File: src/rtl/map_collision_reader.sv
// rtl/map_collision_reader.sv - map ROM walker returning wall flags for a tile and its four neighbours
module map_collision_reader #(
  parameter logic [10:0] MAP0_BASE  = 11'd0,
  parameter logic [10:0] MAP1_BASE  = 11'd70,
  parameter int          TILE_SHIFT = 3
) (
  input  logic        Clk,
  input  logic        Reset,
  input  logic        req_valid,
  output logic        req_ready,
  input  logic [9:0]  req_x,
  input  logic [9:0]  req_y,
  input  logic        req_map,
  output logic [10:0] rom_addr,
  input  logic [79:0] rom_data,
  output logic        resp_valid,
  input  logic        resp_ready,
  output logic        wall_here,
  output logic        wall_up,
  output logic        wall_down,
  output logic        wall_left,
  output logic        wall_right,
  output logic        resp_oob
);

  localparam logic [6:0] LAST_COL = 7'd79;
  localparam logic [6:0] LAST_ROW = 7'd59;

  typedef enum logic [2:0] {IDLE, RD_UP, RD_MID, RD_DN, RESP} state_t;

  state_t      state;
  logic [6:0]  tx;
  logic [6:0]  ty;
  logic [10:0] base;

  logic [6:0]  req_tx;
  logic [6:0]  req_ty;
  logic [10:0] req_base;
  logic        req_oob;
  logic [10:0] row_addr;
  logic [6:0]  col_here;
  logic [6:0]  col_left;
  logic [6:0]  col_right;

  assign req_tx   = req_x[TILE_SHIFT +: 7];
  assign req_ty   = req_y[TILE_SHIFT +: 7];
  assign req_base = req_map ? MAP1_BASE : MAP0_BASE;
  assign req_oob  = (req_x >= 10'd640) || (req_y >= 10'd480);

  // Column c lives at bit 79-c, so the left neighbour is one bit higher.
  assign row_addr  = base + {4'd0, ty};
  assign col_here  = 7'd79 - tx;
  assign col_left  = 7'd80 - tx;
  assign col_right = 7'd78 - tx;

  always_ff @(posedge Clk) begin
    if (!Reset) begin
      state      <= IDLE;
      tx         <= '0;
      ty         <= '0;
      base       <= '0;
      rom_addr   <= '0;
      req_ready  <= 1'b1;
      resp_valid <= 1'b0;
      wall_here  <= 1'b0;
      wall_up    <= 1'b0;
      wall_down  <= 1'b0;
      wall_left  <= 1'b0;
      wall_right <= 1'b0;
      resp_oob   <= 1'b0;
    end else begin
      case (state)
        IDLE: begin
          if (req_valid) begin
            req_ready <= 1'b0;
            if (req_oob) begin
              wall_here  <= 1'b1;
              wall_up    <= 1'b1;
              wall_down  <= 1'b1;
              wall_left  <= 1'b1;
              wall_right <= 1'b1;
              resp_oob   <= 1'b1;
              resp_valid <= 1'b1;
              state      <= RESP;
            end else begin
              tx       <= req_tx;
              ty       <= req_ty;
              base     <= req_base;
              resp_oob <= 1'b0;
              // Top row has no row above; park on the tile row instead of forming ty-1.
              rom_addr <= (req_ty == 7'd0) ? req_base
                                           : req_base + {4'd0, req_ty} - 11'd1;
              state    <= RD_UP;
            end
          end
        end
        RD_UP: begin
          wall_up  <= (ty == 7'd0) ? 1'b1 : rom_data[col_here];
          rom_addr <= row_addr;
          state    <= RD_MID;
        end
        RD_MID: begin
          wall_here  <= rom_data[col_here];
          wall_left  <= (tx == 7'd0)     ? 1'b1 : rom_data[col_left];
          wall_right <= (tx == LAST_COL) ? 1'b1 : rom_data[col_right];
          rom_addr   <= (ty == LAST_ROW) ? row_addr : row_addr + 11'd1;
          state      <= RD_DN;
        end
        RD_DN: begin
          wall_down  <= (ty == LAST_ROW) ? 1'b1 : rom_data[col_here];
          rom_addr   <= row_addr;
          resp_valid <= 1'b1;
          state      <= RESP;
        end
        RESP: begin
          if (resp_ready) begin
            resp_valid <= 1'b0;
            req_ready  <= 1'b1;
            state      <= IDLE;
          end
        end
        default: begin
          state      <= IDLE;
          req_ready  <= 1'b1;
          resp_valid <= 1'b0;
        end
      endcase
    end
  end

endmodule

File: config.mk
export PLATFORM = sky130hd
export DESIGN_NAME = map_collision_reader
export DESIGN_NICKNAME = d
export VERILOG_FILES = /design/src/rtl/map_collision_reader.sv
export SDC_FILE = /design/constraint.sdc
export NUM_CORES = 1
export LEC_CHECK = 0
export CORE_AREA = 3 3 122 124
export DETAILED_ROUTE_END_ITERATION = 12
export DIE_AREA = 0 0 125 127
export MAX_ROUTING_LAYER = met4
export PLACE_DENSITY = 0.69
export SLEW_MARGIN = 5
export SYNTH_ARGS = -nofsm -noshare
export SYNTH_HDL_FRONTEND = slang
export SYNTH_SLANG_ARGS = --single-unit
File: constraint.sdc
create_clock -name Clk -period 8.2 [get_ports Clk]
set_input_delay 1.64 -clock Clk [delete_from_list [all_inputs] [get_ports Clk]]
set_output_delay 1.64 -clock Clk [all_outputs]
set_load 0.01 [all_outputs]
==> summary.txt <==
Status
  – Status: finished, final reports clean

Synth
  – Area of the mapped netlist: 4730 sq um
  – Sequential element share of the synthesized area: 15.2%
  – Library cells used by synthesis: 64
  – Number of flops mapped to enable cells by yosys: 0
  – Syn nets: 634
  – Synthesis-stage register bit count: 36
  – Asr flop ratio synth: 0%
  – Syn. warnings: 0
  – Cells after Synth: 507
  – Mean area per synthesized cell: 9.32 sq um
  – Predominant post-synthesis flop cell: dfxtp_1

Global route
  – Met3 Track Usage GR: 2.30%
  – Met2 Use GR: 29.4%
  – Vias in the first global route: 4415
  – Overflow left after global routing: 0
  – Gr busiest metal: met2
  – Met1 usage: 22.3%
  – Global-route wire length before repair: 22.3 mm
  – Initial antenna violation count: 0
  – Total GRT Usage: 17.2%
  – Largest net degree at the start of global routing: 64

STA
  – RSZ-0062 raised after global routing: false
  – Tcrit/Tclk final: 50.8%
  – Max-slew headroom at the worst pin: 20.0%
  – Actual slew at the worst max-slew pin: 1.20 ns
  – Fmax: 240 MHz
  – Final setup fails: 0
  – Clock skew: 0.00420 ns
  – Fin. Hold Viols: 0
  – Final setup TNS: 0 ns
  – Crit path time final: 4.17 ns
  – Pins over their slew limit: 0

Placement
  – IO Port Bufs: 117
  – Detail Placement HPWL: 11.1 mm
  – Placer Congestion: 0.873
  – Inst Count DP: 772

Critical path
  – Critical Path RT: 8.35 ns
  – WP depth: 9
  – Top delay family on crit path: buffers and inverters
  – R2R Setup Slk: 4.03 ns
  – CP max stage delay: 1.18 ns
  – Crit path cell chain: buf_4 -> inv_1 -> ha_1 -> inv_1 -> mux4_2 -> nor2_1 -> o21ai_0 -> a32oi_1 -> a31oi_1
  – End of the critical path: wall_left$_SDFFE_PN0P_
  – Crit Path Class: flip-flop to flip-flop
  – CP Buf/Inv Count: 3
  – Worst reg2reg startpoint: tx[0]$_SDFFE_PN0P_
  – Critical path fanouts, max: 63
  – Most used cell, CP: inv_1
  – Slowest cell on the critical path: ha_1
  – Crit path launch type: flip-flop
  – R2R depth: 9
  – Worst setup path startpoint: tx[0]$_SDFFE_PN0P_
  – Reg-to-Reg End: wall_left$_SDFFE_PN0P_
  – Crit end category: flip-flop
  – Critical Path AT: 4.32 ns

CTS
  – Post-CTS Setup Bufs: 0
  – CTS Buf Count: 5
  – Reg clk slew, reported paths: 0.05 ns
  – Hold_buf cts: 0
  – H-tree Lvls: 2
  – Root buffer cell: clkbuf_16
  – Clk_lat worst skew: 0.28 ns
  – Clock sink total: 36
  – CTS Buffer Depth: 2
  – CTS tree: built
  – Resize count post-CTS: 0

Drt
  – DR vias/cell: 5.89
  – Routed WL per cell: 17.9 um
  – DRC errors left: 0
  – Final wirelength: 13.9 mm
  – First-pass DRT Iterations: 7
  – ANT nets after route: 0
  – Initial DRC Count: 427
  – Routed vias: 4587

Power and ir drop
  – Leak pwr: 2.31 nW
  – Pwr Total: 726 uW
  – Power Dens Cells: 119 nW/um^2
  – Maximum vdd drop: 0.0835 mV

Floorplanning
  – Die width: 125 um
  – Initial cell density of the core: 34.1%
  – DIE HEIGHT: 127 um
  – Site Rows: 43
  – Core area: 13900 sq um
  – DIE AREA: 15900 sq um
  – Io pins: 124

Layout
  – Fraction of layout cells with a size suffix above 1: 10.2%
  – Most common cell after layout, fill and taps aside: clkdlybuf4s50_1
  – Fill cells: 1333
  – N_diodes: 0
  – Area grow syn2layout: 29.1%
  – Layout Nets: 726
  – Most frequent cells in the layout: 117 x clkdlybuf4s50_1, 58 x mux2i_1, 35 x mux4_2
  – Fin cells: 779
  – Post-Route Utilization: 44.0%

Worst hold path
  – Hold Crit Start: rom_addr[2]$_SDFFE_PN0P_
  – Cells on Worst Hold Path: 2
  – Worst min-delay path category: flip-flop to flip-flop

Run
  – Max-cap violation count: 0
## per-stage QoR
stage	setup slack (ns)	area, sq um	hold slack (ns)
floorplan	4.77	4730	0.487
detailed placement	3.94	5950	0.493
CTS	3.98	6100	0.505
finish	4.03	6100	0.504
global placement	3.98	5950	0.484
global route	3.71	6100	0.509
## cell families (layout without fill, tap and decap cells)
group	after synthesis	count (layout)	share of synthesized area, %
and+or+nand+nor	147	147	16.1
muxes	110	110	37.5
AOI/OAI and AO/OA	114	114	15.7
buffers and inverters	63	155	6.46
adders and majority gates	22	22	6.14
DFF	36	36	15.2
xor gates and xnor gates	15	15	2.94
## cell usage after synthesis (all sizes together) (4+ instances only)
cell    count  area [sq um]
nand2      31           119
and3        6          37.5
nand2b      6          37.5
a31oi      13          81.3
xnor2      12           113
o21ai      31           155
a21oi      20           100
mux2i      58           581
a211oi      8          60.1
a22oi       9          67.6
or3         6          37.5
nand4       7          50.1
buf        23           155
dfxtp      36           721
ha         20           250
a21o        4          30.0
mux4       49          1160
nand3      14          70.1
nor3       11          55.1
nor2       34           128
nor2b      10          62.6
inv        27           101
nor4        8          56.3
clkbuf     13          48.8
## where the power goes
part	switching, mW	total [mW]	internal, mW	leakage (nW)
clock network	0.0672	0.195	0.127	0.0760
logic	0.147	0.320	0.173	1.94
registers	0.0194	0.212	0.192	0.296
## worst min path at each step
stage / slack, ns / endpoint
5_1_grt: 0.51 / resp_oob$_SDFFE_PN0P_
3_3_place_gp: 0.48 / resp_oob$_SDFFE_PN0P_
4_1_cts: 0.51 / rom_addr[2]$_SDFFE_PN0P_
2_1_floorplan: 0.49 / ty[6]$_SDFFE_PN0P_
6_report: 0.50 / rom_addr[2]$_SDFFE_PN0P_
3_5_place_dp: 0.49 / resp_oob$_SDFFE_PN0P_
## per-layer routing
metal | vias up | part of all wire (%)
met1 | 2209 | 44
met5 | - | 0
met2 | 193 | 49
met3 | 14 | 5.9
li1 | 2171 | -
met4 | 0 | 1.1
## area by class of cell
cell class,instances,area (sq um),share of cell area (%)
Tap cell,180,225,3.69
Sequential cell,36,723,11.8
Inverter,27,101,1.66
Timing Repair Buffer,121,1200,19.7
Multi-Input combinational cell,408,3700,60.6
Clock buffer,7,153,2.50
## registers in the layout, summed over array words and instances, names as in the netlist
register	cells
resp_oob	1
wall_left	1
resp_valid	1
ty	7
state	3
req_ready	1
base	1
wall_here	1
wall_right	1
wall_down	1
tx	7
wall_up	1
rom_addr	10
## worst register-to-register path, stage by stage (launching register included)
cell     delay [ns]
dfxtp_2        0.31
buf_4          0.68
inv_1          0.37
ha_1           1.18
inv_1          0.44
mux4_2         0.55
nor2_1         0.10
o21ai_0        0.12
a32oi_1        0.19
a31oi_1        0.10
No activity file was read; power rests on OpenSTA's default activity.
